File: src/rtl/multi_seq_detector_pkg.sv
// Shared constants and types for the multi-pattern serial detector.
package multi_seq_detector_pkg;

  localparam int DEF_NUM_PAT = 4;
  localparam int DEF_MAX_LEN = 8;
  localparam int DEF_CNT_W   = 8;
  localparam int DEF_LEN_W   = $clog2(DEF_MAX_LEN + 1);

  // Match code reported on y when no enabled slot matched.
  localparam int NO_MATCH = 0;

  // One slot's programmed configuration at the default geometry.
  typedef struct packed {
    logic [DEF_MAX_LEN-1:0] pattern;
    logic [DEF_LEN_W-1:0]   len;
    logic                   en;
  } slot_cfg_t;

endpackage

File: src/rtl/multi_seq_detector_slot.sv
// One pattern slot: config registers, masked compare against the updated
// history, and a saturating match counter.
module seq_slot_match #(
  parameter int MAX_LEN = 8,
  parameter int CNT_W   = 8,
  parameter int LEN_W   = $clog2(MAX_LEN + 1)
) (
  input  logic               clk,
  input  logic               rst,
  input  logic               acc,
  input  logic [MAX_LEN-1:0] hist_next,
  input  logic [LEN_W-1:0]   fill_next,
  input  logic               cfg_wr,
  input  logic [MAX_LEN-1:0] cfg_pattern,
  input  logic [LEN_W-1:0]   cfg_len,
  input  logic               cfg_en,
  input  logic               cnt_clr,
  output logic               match,
  output logic [CNT_W-1:0]   count
);

  // Same layout as the package slot type, sized to this instance.
  typedef struct packed {
    logic [MAX_LEN-1:0] pattern;
    logic [LEN_W-1:0]   len;
    logic               en;
  } cfg_t;

  localparam logic [CNT_W-1:0] CNT_MAX = '1;

  cfg_t               cfg_reg;
  logic [CNT_W-1:0]   count_reg;
  logic [MAX_LEN-1:0] mask;

  // Configuration register: loaded only by an accepted write to this slot.
  always_ff @(posedge clk) begin
    if (rst) begin
      cfg_reg <= '0;
    end else if (cfg_wr) begin
      cfg_reg <= '{pattern: cfg_pattern, len: cfg_len, en: cfg_en};
    end
  end

  // Compare mask: only the len newest history bits take part.
  always_comb begin
    mask = '0;
    for (int k = 0; k < MAX_LEN; k++) begin
      mask[k] = (k < int'(cfg_reg.len));
    end
  end

  assign match = cfg_reg.en && (fill_next >= cfg_reg.len) &&
                 (((hist_next ^ cfg_reg.pattern) & mask) == '0);

  // Saturating counter; any clear (global or reconfigure) beats a match.
  always_ff @(posedge clk) begin
    if (rst) begin
      count_reg <= '0;
    end else if (cfg_wr || cnt_clr) begin
      count_reg <= '0;
    end else if (acc && match && (count_reg != CNT_MAX)) begin
      count_reg <= count_reg + 1'b1;
    end
  end

  assign count = count_reg;

endmodule

File: src/rtl/multi_seq_detector.sv
// Multi-pattern serial detector: shared history/fill, per-slot matchers,
// priority-encoded match code and config-write validation.
module multi_seq_detector
  import multi_seq_detector_pkg::*;
#(
  parameter int NUM_PAT = DEF_NUM_PAT,
  parameter int MAX_LEN = DEF_MAX_LEN,
  parameter int CNT_W   = DEF_CNT_W,
  localparam int IDX_W  = $clog2(NUM_PAT),
  localparam int LEN_W  = $clog2(MAX_LEN + 1),
  localparam int CODE_W = $clog2(NUM_PAT + 1)
) (
  input  logic               clk,
  input  logic               rst,
  input  logic               x,
  input  logic               x_valid,
  input  logic               overlap_en,
  input  logic               cfg_we,
  input  logic [IDX_W-1:0]   cfg_idx,
  input  logic [MAX_LEN-1:0] cfg_pattern,
  input  logic [LEN_W-1:0]   cfg_len,
  input  logic               cfg_en,
  output logic               cfg_err,
  input  logic               cnt_clr,
  input  logic [IDX_W-1:0]   cnt_sel,
  output logic [CNT_W-1:0]   cnt_out,
  output logic [NUM_PAT-1:0] hit_vec,
  output logic [CODE_W-1:0]  y
);

  // The newest bit always comes straight from x, so only the older
  // MAX_LEN-1 bits need to be stored.
  logic [MAX_LEN-2:0] history_reg;
  logic [LEN_W-1:0]   fill_reg;
  logic [NUM_PAT-1:0] hit_vec_reg;
  logic [CODE_W-1:0]  y_reg;
  logic               cfg_err_reg;

  logic [MAX_LEN-1:0] hist_next;
  logic [LEN_W-1:0]   fill_next;
  logic [NUM_PAT-1:0] match_vec;
  logic [CODE_W-1:0]  y_next;
  logic               cfg_valid;
  logic               cfg_ok;
  logic [CNT_W-1:0]   count_arr [NUM_PAT];

  assign hist_next = {history_reg, x};
  assign fill_next = (fill_reg == LEN_W'(MAX_LEN)) ? fill_reg : fill_reg + 1'b1;

  assign cfg_valid = (cfg_len != '0) && (32'(cfg_len) <= MAX_LEN) &&
                     (32'(cfg_idx) < NUM_PAT);
  assign cfg_ok    = cfg_we && cfg_valid;

  for (genvar gi = 0; gi < NUM_PAT; gi++) begin : g_slot
    seq_slot_match #(
      .MAX_LEN(MAX_LEN),
      .CNT_W  (CNT_W),
      .LEN_W  (LEN_W)
    ) u_slot (
      .clk        (clk),
      .rst        (rst),
      .acc        (x_valid),
      .hist_next  (hist_next),
      .fill_next  (fill_next),
      .cfg_wr     (cfg_ok && (32'(cfg_idx) == gi)),
      .cfg_pattern(cfg_pattern),
      .cfg_len    (cfg_len),
      .cfg_en     (cfg_en),
      .cnt_clr    (cnt_clr),
      .match      (match_vec[gi]),
      .count      (count_arr[gi])
    );
  end

  // Priority encoder: the lowest-index matching slot wins the code.
  always_comb begin
    y_next = CODE_W'(NO_MATCH);
    for (int i = NUM_PAT - 1; i >= 0; i--) begin
      if (match_vec[i]) y_next = CODE_W'(i + 1);
    end
  end

  // Stream state and registered (Moore) outputs, updated per accepted bit.
  always_ff @(posedge clk) begin
    if (rst) begin
      history_reg <= '0;
      fill_reg    <= '0;
      hit_vec_reg <= '0;
      y_reg       <= CODE_W'(NO_MATCH);
      cfg_err_reg <= 1'b0;
    end else begin
      cfg_err_reg <= cfg_we && !cfg_valid;
      if (x_valid) begin
        history_reg <= hist_next[MAX_LEN-2:0];
        // Non-overlap: a match makes all stored bits ineligible.
        fill_reg    <= (!overlap_en && (|match_vec)) ? '0 : fill_next;
        hit_vec_reg <= match_vec;
        y_reg       <= y_next;
      end
    end
  end

  // Counter read port; out-of-range selects read as zero.
  always_comb begin
    cnt_out = '0;
    if (32'(cnt_sel) < NUM_PAT) cnt_out = count_arr[cnt_sel];
  end

  assign hit_vec = hit_vec_reg;
  assign y       = y_reg;
  assign cfg_err = cfg_err_reg;

endmodule

File: config.mk
export PLATFORM = sky130hd
export DESIGN_NAME = multi_seq_detector
export DESIGN_NICKNAME = d
export VERILOG_FILES = /design/src/rtl/multi_seq_detector_pkg.sv /design/src/rtl/multi_seq_detector_slot.sv /design/src/rtl/multi_seq_detector.sv
export SDC_FILE = /design/constraint.sdc
export NUM_CORES = 1
export LEC_CHECK = 0
export ABC_AREA = 1
export BUFFER_PORTS_ARGS = -buffer_cell sky130_fd_sc_hd__buf_2
export CAP_MARGIN = 10
export CORE_MARGIN = 1
export CORE_UTILIZATION = 60
export DETAILED_ROUTE_END_ITERATION = 8
export HOLD_SLACK_MARGIN = 0.02
export PLACE_DENSITY = 0.89
export SYNTH_ARGS = -nofsm -noshare
export SYNTH_HDL_FRONTEND = slang
export SYNTH_SLANG_ARGS = --single-unit
File: constraint.sdc
create_clock -name clk -period 3.15 [get_ports clk]
set_clock_uncertainty 0.05 [all_clocks]
set_input_delay 0.63 -clock clk [delete_from_list [all_inputs] [get_ports clk]]
set_output_delay 0.63 -clock clk [all_outputs]
set_load 0.01 [all_outputs]
==> results of run 1 <==
## placed cells by master (no fill, tap or decap), types with 2 or more instances in the layout
cell      netlist  routed
buf_2           9      39
nand2_2         2       2
inv_2           3       3
xnor2_1         8       8
inv_6           0       3
nand3_1        35      35
inv_4           2       2
o21ai_0        32      31
inv_1          77      77
clkbuf_8        0      10
nor3_4          3       3
buf_4           3       8
nand2_1       252     252
dfxtp_1       103     103
nand3b_1        3       3
o22ai_1         3       3
clkinv_1        2       2
a211oi_1       16      16
nor2_2          2       2
xor2_1         31      31
nand4_1        17      17
a21oi_1        99      99
a211oi_2        9       9
o21ai_1         1       2
nor2_1         68      68
nor2_4          2       2
ha_1           22      22
## worst reg2reg max path, cell delays in order (launching register included)
cell	delay (ns)
dfxtp_1	0.42
inv_1	0.07
ha_1	0.19
nand2_1	0.08
nor2_1	0.05
xor2_1	0.15
ha_1	0.28
inv_1	0.03
nand2_1	0.05
nand2_1	0.05
nand2_1	0.05
nand2_1	0.05
a21oi_1	0.11
nand3_1	0.15
nor2_1	0.25
nand2_1	0.28
or2_2	0.35
a21oi_1	0.12
## power by group through the flow
stage | clock [mW] | sequential, mW | combinational, mW
finish | 0.816 | 1.36 | 0.330
detailed placement | 0 | 1.39 | 0.323
floorplan | 0 | 1.38 | 0.235
global placement | 0 | 1.39 | 0.316
CTS | 0.826 | 1.36 | 0.325
global route | 0.868 | 1.37 | 0.372
## layer usage
metal / track usage (%) / up-vias
met1: 38.8 / 2551
met2: 50.9 / 240
met3: 7.52 / 34
li1: - / 2762
met5: 0 / -
met4: 9.62 / 0
## layout make-up
type / instances / area, µm² / share of cell area, %
multi-input cells: 614 / 3200 / 51.7
flip-flops and latches: 103 / 2060 / 33.4
inverters: 84 / 320 / 5.18
repair buffers: 47 / 255 / 4.13
well taps: 129 / 161 / 2.61
clock buffers: 10 / 138 / 2.23
clock inverters: 6 / 50.0 / 0.810
## logic make-up after synthesis
family	after synthesis	synth area share [%]
AOI/OAI and AO/OA	161	16.0
xor gates and xnor gates	39	5.95
adders and majority gates	22	4.80
buffers and inverters	115	8.39
DFF	103	35.9
and+or+nand+nor	392	28.9
## worst max-delay path by stage
stage                                             endpoint  cells after the start  slack, ns
detailed placement  g_slot[2].u_slot.count[1]$_SDFFE_PP0P_                     13       0.25
floorplan           g_slot[2].u_slot.count[1]$_SDFFE_PP0P_                     18       0.79
CTS                 g_slot[0].u_slot.count[0]$_SDFFE_PP0P_                     15       0.30
global route        g_slot[0].u_slot.count[0]$_SDFFE_PP0P_                     17       0.03
global placement    g_slot[2].u_slot.count[1]$_SDFFE_PP0P_                     13       0.31
finish              g_slot[0].u_slot.count[0]$_SDFFE_PP0P_                     17       0.33
## stage by stage
stage	instances	utilization, %	worst slack [ns]	instance area [µm²]	hold slack [ns]
detailed placement	977	64.9	0.250	5990	0.408
global placement	977	64.9	0.314	5990	0.401
global route	993	66.9	0.0334	6180	0.422
CTS	993	66.9	0.301	6180	0.417
finish	993	66.9	0.329	6180	0.419
floorplan	832	-	0.790	5740	0.389
## repair_timing
action	in CTS	in global routing
setup endpoints to repair	0	7
hold buffers	0	0
resized for setup	0	1
==> results summary, run 1 <==
The vias after detailed routing is 5,587. Counting every net in the synthesized netlist gives 878. The endpoint kind of the worst setup timing path is a flip-flop. The final layout net count came out at 905. The standby leakage power came out at 2.69 nW.

The fraction of the cycle the final worst path needs is 89.6%. In the post-synthesis netlist, the cell with the most instances is nand2_1. The first global-routing pass estimated 24,100 µm of wire. The number of setup buffers added after CTS is 0. The run finished with clean final reports. The cell type with the highest aggregate area in the netlist is dfxtp_1. The layout has 822 filler cells. The via count of the first global-routing pass is 5,087.

The peak supply drop is 0.000232 V. The count of routing violations after the opening detailed-route iteration is 357. Per report_power, the clock group accounts for 32.5% of the total. The warning count from the yosys run came out at 0.

In this run, flip-flops and latches consume 54.3% of the power. Ranked by instance count, the synthesized netlist is headed by nand2_1, dfxtp_1, a21oi_1. The detailed placer's ending HPWL is 10,400 µm. Synthesis produced 832 cells. The count of distinct cell types in the synthesized netlist is 37. The standard-cell row count came out at 35. The number of buffer and inverter instances along the worst setup path came out at 2. In this run the power density over the cells is 406 nW/µm². The cell sitting at the root of the clock tree is a clkbuf_8. The count of cells along the worst register-to-register path is 17. The critical path is of the flip-flop to flip-flop type. In this run the critical register-to-register path is launched from fill_reg[0]$_SDFFE_PP0P_. The net switching power came out at 0.743 mW.

The total standard cell area after synthesis came out at 5740 µm². The total negative slack is 0 ns. The routed metal-1 wire length came out at 6060 µm. The slowest stage of the critical path belongs to the cell dfxtp_1. The top fanout value on the critical path came out at 12.

Routed signal wires occupy layers up through met4. The number of nets still failing antenna checks after routing came out at 0. The region available for standard cell placement spans 9240 µm².

The flip-flop cell with the highest count after synthesis is dfxtp_1. The top cell type's share of synthesized area came out at 35.9%. The number of buffers added on ports is 39. The CTS buffer count came out at 9. In this run the most critical hold path is launched from g_slot[1].u_slot.cfg_reg[0]$_SDFFE_PP0P_. The number of cells on the worst hold path came out at 2. The layout overhead on the synthesized area is 7.72%.

The slew at the pin closest to its max-slew limit is 0.807 ns. For the worst setup path, the data required time is 3.41 ns. The post-route netlist has 10.3% of its cells at a drive strength greater than 1. The longest clock path from root to sink contains 2 buffers. The met2 layer wire length in the routed design came out at 6680 µm. The most critical setup path has its startpoint at fill_reg[0]$_SDFFE_PP0P_. The clock insertion delay at the later pin of the skew report is 0.38 ns.

The worst register-to-register path ends at g_slot[0].u_slot.count[0]$_SDFFE_PP0P_. After clock tree synthesis, the clock-pin slew on the worst setup and hold paths is 0.10 ns. The max-slew violation total from the final report came out at 0.

The maximum operating frequency is 0.354 GHz. The amount of wire on met3 after detailed routing came out at 1180 µm. Among cell families on the critical path, the largest total delay comes from simple AND/OR/NAND/NOR gates. In the routed design, unresolved DRC markers number 0. The number of enable-type register cells in the synthesized netlist is 0.

The maximum number of pins on one net before global-route repair is 72. The final wirelength is 14,300 µm. The proportion of synthesized chip area in sequential cells is 35.9%.

The repair_antennas step left the layout with diodes totalling 0. In this run the number of H-tree levels came out at 3. The register bit count reported by yosys came out at 103. The total I/O pin count came out at 40. The arrival time of the worst setup path is 3.08 ns. The die is 99.8 µm tall. The weighted congestion reported at the end of routability-driven placement is 0.952. By instance count, the cell type seen most on the critical path is nand2_1. The initial core utilization is 62.1%. Counting every sink on the clock net gives 103. The type of the worst min-delay path is flip-flop to flip-flop. In the global route stage, overall resource usage came out at 30.5%. After synthesis, the cell types taking the most area are dfxtp_1, nand2_1, a21oi_1, inv_1, ha_1. Setup repair after global routing left no endpoint under its margin. The proportion of total power due to net switching came out at 29.6%. The number of antenna violations at the first check in global routing came out at 0. Summed over all layers, the global routing overflow is 0. Dividing the detail-routed via count by the number of cells gives 5.63.

The worst reg-to-reg setup slack is 0.33 ns. The internal portion of total power is 1.76 mW. On the worst path, the slowest cell contributes a delay of 0.42 ns. Counting flops with an async set or reset pin after synthesis yields a share of 0%.

The overall power after layout is 2.51 mW. The floorplan step defined a die boundary enclosing 9960 µm². The hold violation total from the final report came out at 0. The part of the power in combinational logic is 13.2%. Traced cell by cell, the critical path runs through inv_1 -> ha_1 -> nand2_1 -> nor2_1 -> xor2_1 -> ha_1 -> inv_1 -> nand2_1 -> nand2_1 -> nand2_1 -> nand2_1 -> a21oi_1 -> nand3_1 -> nor2_1 -> nand2_1 -> or2_2 -> a21oi_1. The sort of element at the start of the critical path is a flip-flop. TritonCTS built the clock tree. The per-instance average area after synthesis came out at 6.90 µm².

The shortest period the worst path allows came out at 2.82 ns. The worst slew margin relative to its limit is 45.9%. The final routed wire length divided by cell count is 14.4 µm. The total iterations of the first detailed-routing run came out at 5. The count of max-cap constraint violations came out at 0. The number of failing setup endpoints in the final timing report is 0. The number of flip-flops in the largest register is 52. The end point of the most critical hold path is g_slot[1].u_slot.cfg_reg[0]$_SDFFE_PP0P_.

The die is 99.8 µm wide.
(Power assumes the default switching activity.)
==> inputs of run 2 (changes only) <==
--- a/config.mk
+++ b/config.mk
@@ -13,6 +13,7 @@
 export DETAILED_ROUTE_END_ITERATION = 8
 export HOLD_SLACK_MARGIN = 0.02
 export PLACE_DENSITY = 0.89
+export REMOVE_ABC_BUFFERS = 1
 export SYNTH_ARGS = -nofsm -noshare
 export SYNTH_HDL_FRONTEND = slang
 export SYNTH_SLANG_ARGS = --single-unit
==> run 2 against run 1 <==
  * Wire length down 1.7%
  * Sequential power about the same
  * Register-to-register slack about the same
  * Critical endpoint unchanged
  * Largest cell class unchanged
  * Largest power group unchanged
==> results summary, run 2 (synthesis gave the netlist of run 1 again) <==
The sort of element at the start of the critical path is a flip-flop. Dividing total power by cell area gives a power density of 423 nW/µm². The count of routing violations after the opening detailed-route iteration came out at 446. The level count of the clock H-tree is 3. STA puts the critical path data required time at 3.41 ns. The die span in x came out at 99.8 µm. The overall power after layout is 2.64 mW.

Setup repair after global routing left no endpoint under its margin. The cell sitting at the root of the clock tree is a clkbuf_8. The arrival time of the worst setup path is 3.06 ns.

Buffers placed on the I/O ports in this run total 39. The worst hold path belongs to the class flip-flop to flip-flop. The hold violation total from the final report came out at 0. The maximum number of pins on one net before global-route repair is 72.

The number of flip-flops in the largest register is 52. The number of hold-repair buffers added at the cts stage came out at 0. In the final layout, the share of cells above drive strength 1 is 10.5%.

The final route contains 5,543 vias. The number of diodes added for antenna fixing came out at 0. In the global route stage, met3 resource usage came out at 5.85%.

The number of failing setup endpoints in the final timing report came out at 0. The layout overhead on the synthesized area is 8.68%. For this run, the total global-route usage over all layers was measured as 29.5%. The area of the placeable core came out at 9240 µm². The max-slew violation total from the final report came out at 0.

The top fanout value on the critical path is 12. The weighted congestion reported at the end of routability-driven placement is 0.928. The critical setup path kind is flip-flop to flip-flop.

The vertical extent of the die is 99.8 µm. Max-cap violations in this run came to 0. The maximum operating frequency came out at 0.356 GHz. The layer flagged by global routing as most heavily used is met2. The clock passes through at most 2 buffers. The total I/O pin count is 40.

In the layout the commonest cells are nand2_1, dfxtp_1, a21oi_1. The CTS tree is yes. For this run the aggregate overflow at the end of global routing stands at 0. The total negative slack came out at 0 ns. The CTS buffer count is 9.

The via count of the first global-routing pass came out at 4,898. In this run the core area contains 35 standard-cell rows. The detailed placer's ending HPWL came out at 10000 µm.

The peak supply drop is 0.000253 V. The number of antenna violations at the first check in global routing is 0. The final wirelength came out at 14,000 µm. The library cell used most frequently in the layout, excluding fill and tap cells, is nand2_1. The final routed wire length divided by cell count is 14.1 µm. The shortest period the worst path allows is 2.81 ns. The standby leakage power is 2.71 nW. The clock insertion delay at the later pin of the skew report came out at 0.37 ns.

The filler cells instantiated in the layout total 780. Using the TritonRoute via totals, the vias-per-cell ratio works out to 5.57. The final layout net count is 907.

The number of nets still failing antenna checks after routing came out at 0. Measured against its own limit, the worst slew margin works out to 47.2%. The floorplan step defined a die boundary enclosing 9960 µm². After clock tree synthesis, the clock-pin slew on the worst setup and hold paths is 0.10 ns.

The endpoint kind of the worst setup timing path is a flip-flop. For met1 alone, demand over resource in global routing was 41.4%. The slew at the pin closest to its max-slew limit came out at 0.792 ns.

The first global-routing pass estimated 23,400 µm of wire. The fraction of the cycle the final worst path needs is 89.2%. The number of sinks on the clock net came out at 103.

The initial core utilization came out at 62.1%. The total iterations of the first detailed-routing run is 5. The flow ran to the end, and the final reports show no timing, DRC or antenna violations.

Global routing used 45.9% of the available met2 tracks. For this run, design rule violations remaining after detail routing come to 0.
==> run 2: cell count changes in the layout (fill, tap and decap cells not counted), sizes merged <==
cell,delta
bufinv,+2
inv,-2
buf,+2
==> run 2: cell type report <==
cell class              instances  area [µm²]  share of cell area (%)
clock buffers                  10         138                    2.21
clock inverters                 6        90.1                    1.44
inverters                      84         320                    5.14
multi-input cells             614        3200                    51.2
flip-flops and latches        103        2060                    33.1
well taps                     129         161                    2.59
repair buffers                 49         270                    4.33
==> run 2: final timing paths <==
check,startpoint,to,slack (ns),cells after the start
max,fill_reg[0]$_SDFFE_PP0P_,g_slot[0].u_slot.count[0]$_SDFFE_PP0P_,0.34,17
min,y[2]$_SDFFE_PP0P_,y[2]$_SDFFE_PP0P_,0.41,2
min reg2reg,y[2]$_SDFFE_PP0P_,y[2]$_SDFFE_PP0P_,0.41,2
max reg2reg,fill_reg[0]$_SDFFE_PP0P_,g_slot[0].u_slot.count[0]$_SDFFE_PP0P_,0.34,17
==> run 2: power breakdown <==
group	internal [mW]	switching, mW	total, mW
Clock	0.474	0.470	0.944
Sequential	1.33	0.0299	1.36
Combinational	0.112	0.220	0.332
Total	1.92	0.719	2.64
==> run 2: critical path, stage by stage, from the launching register on <==
cell,delay (ns)
dfxtp_1,0.43
inv_1,0.08
ha_1,0.19
nand2_1,0.08
nor2_1,0.05
xor2_1,0.18
ha_1,0.29
inv_1,0.03
nand2_1,0.04
nand2_1,0.04
nand2_1,0.05
nand2_1,0.04
a21oi_1,0.11
nand3_1,0.13
nor2_1,0.22
nand2_1,0.27
or2_2,0.35
a21oi_1,0.11
==> run 2: routing by layer <==
| layer | up-vias | wire (µm) |
|---|---|---|
| met2 | 199 | 6290 |
| met3 | 32 | 938 |
| met4 | 0 | 280 |
| met5 | - | 0 |
| met1 | 2557 | 6520 |
| li1 | 2755 | - |
==> run 2: what timing repair did <==
item,4_1_cts,5_1_grt
buffers inserted,0,0
gates resized for setup,0,2
endpoints found under the setup margin,0,6
==> run 2: stage by stage <==
| step | area [µm²] | utilization, % | hold slack [ns] | setup slack [ns] | instances |
|---|---|---|---|---|---|
| floorplan | 5580 | - | 0.385 | 0.706 | 801 |
| global placement | 6010 | 65.0 | 0.401 | 0.380 | 979 |
| detailed placement | 6010 | 65.0 | 0.405 | 0.254 | 979 |
| CTS | 6240 | 67.5 | 0.420 | 0.221 | 995 |
| global route | 6240 | 67.5 | 0.436 | 0.0174 | 995 |
| finish | 6240 | 67.5 | 0.415 | 0.341 | 995 |
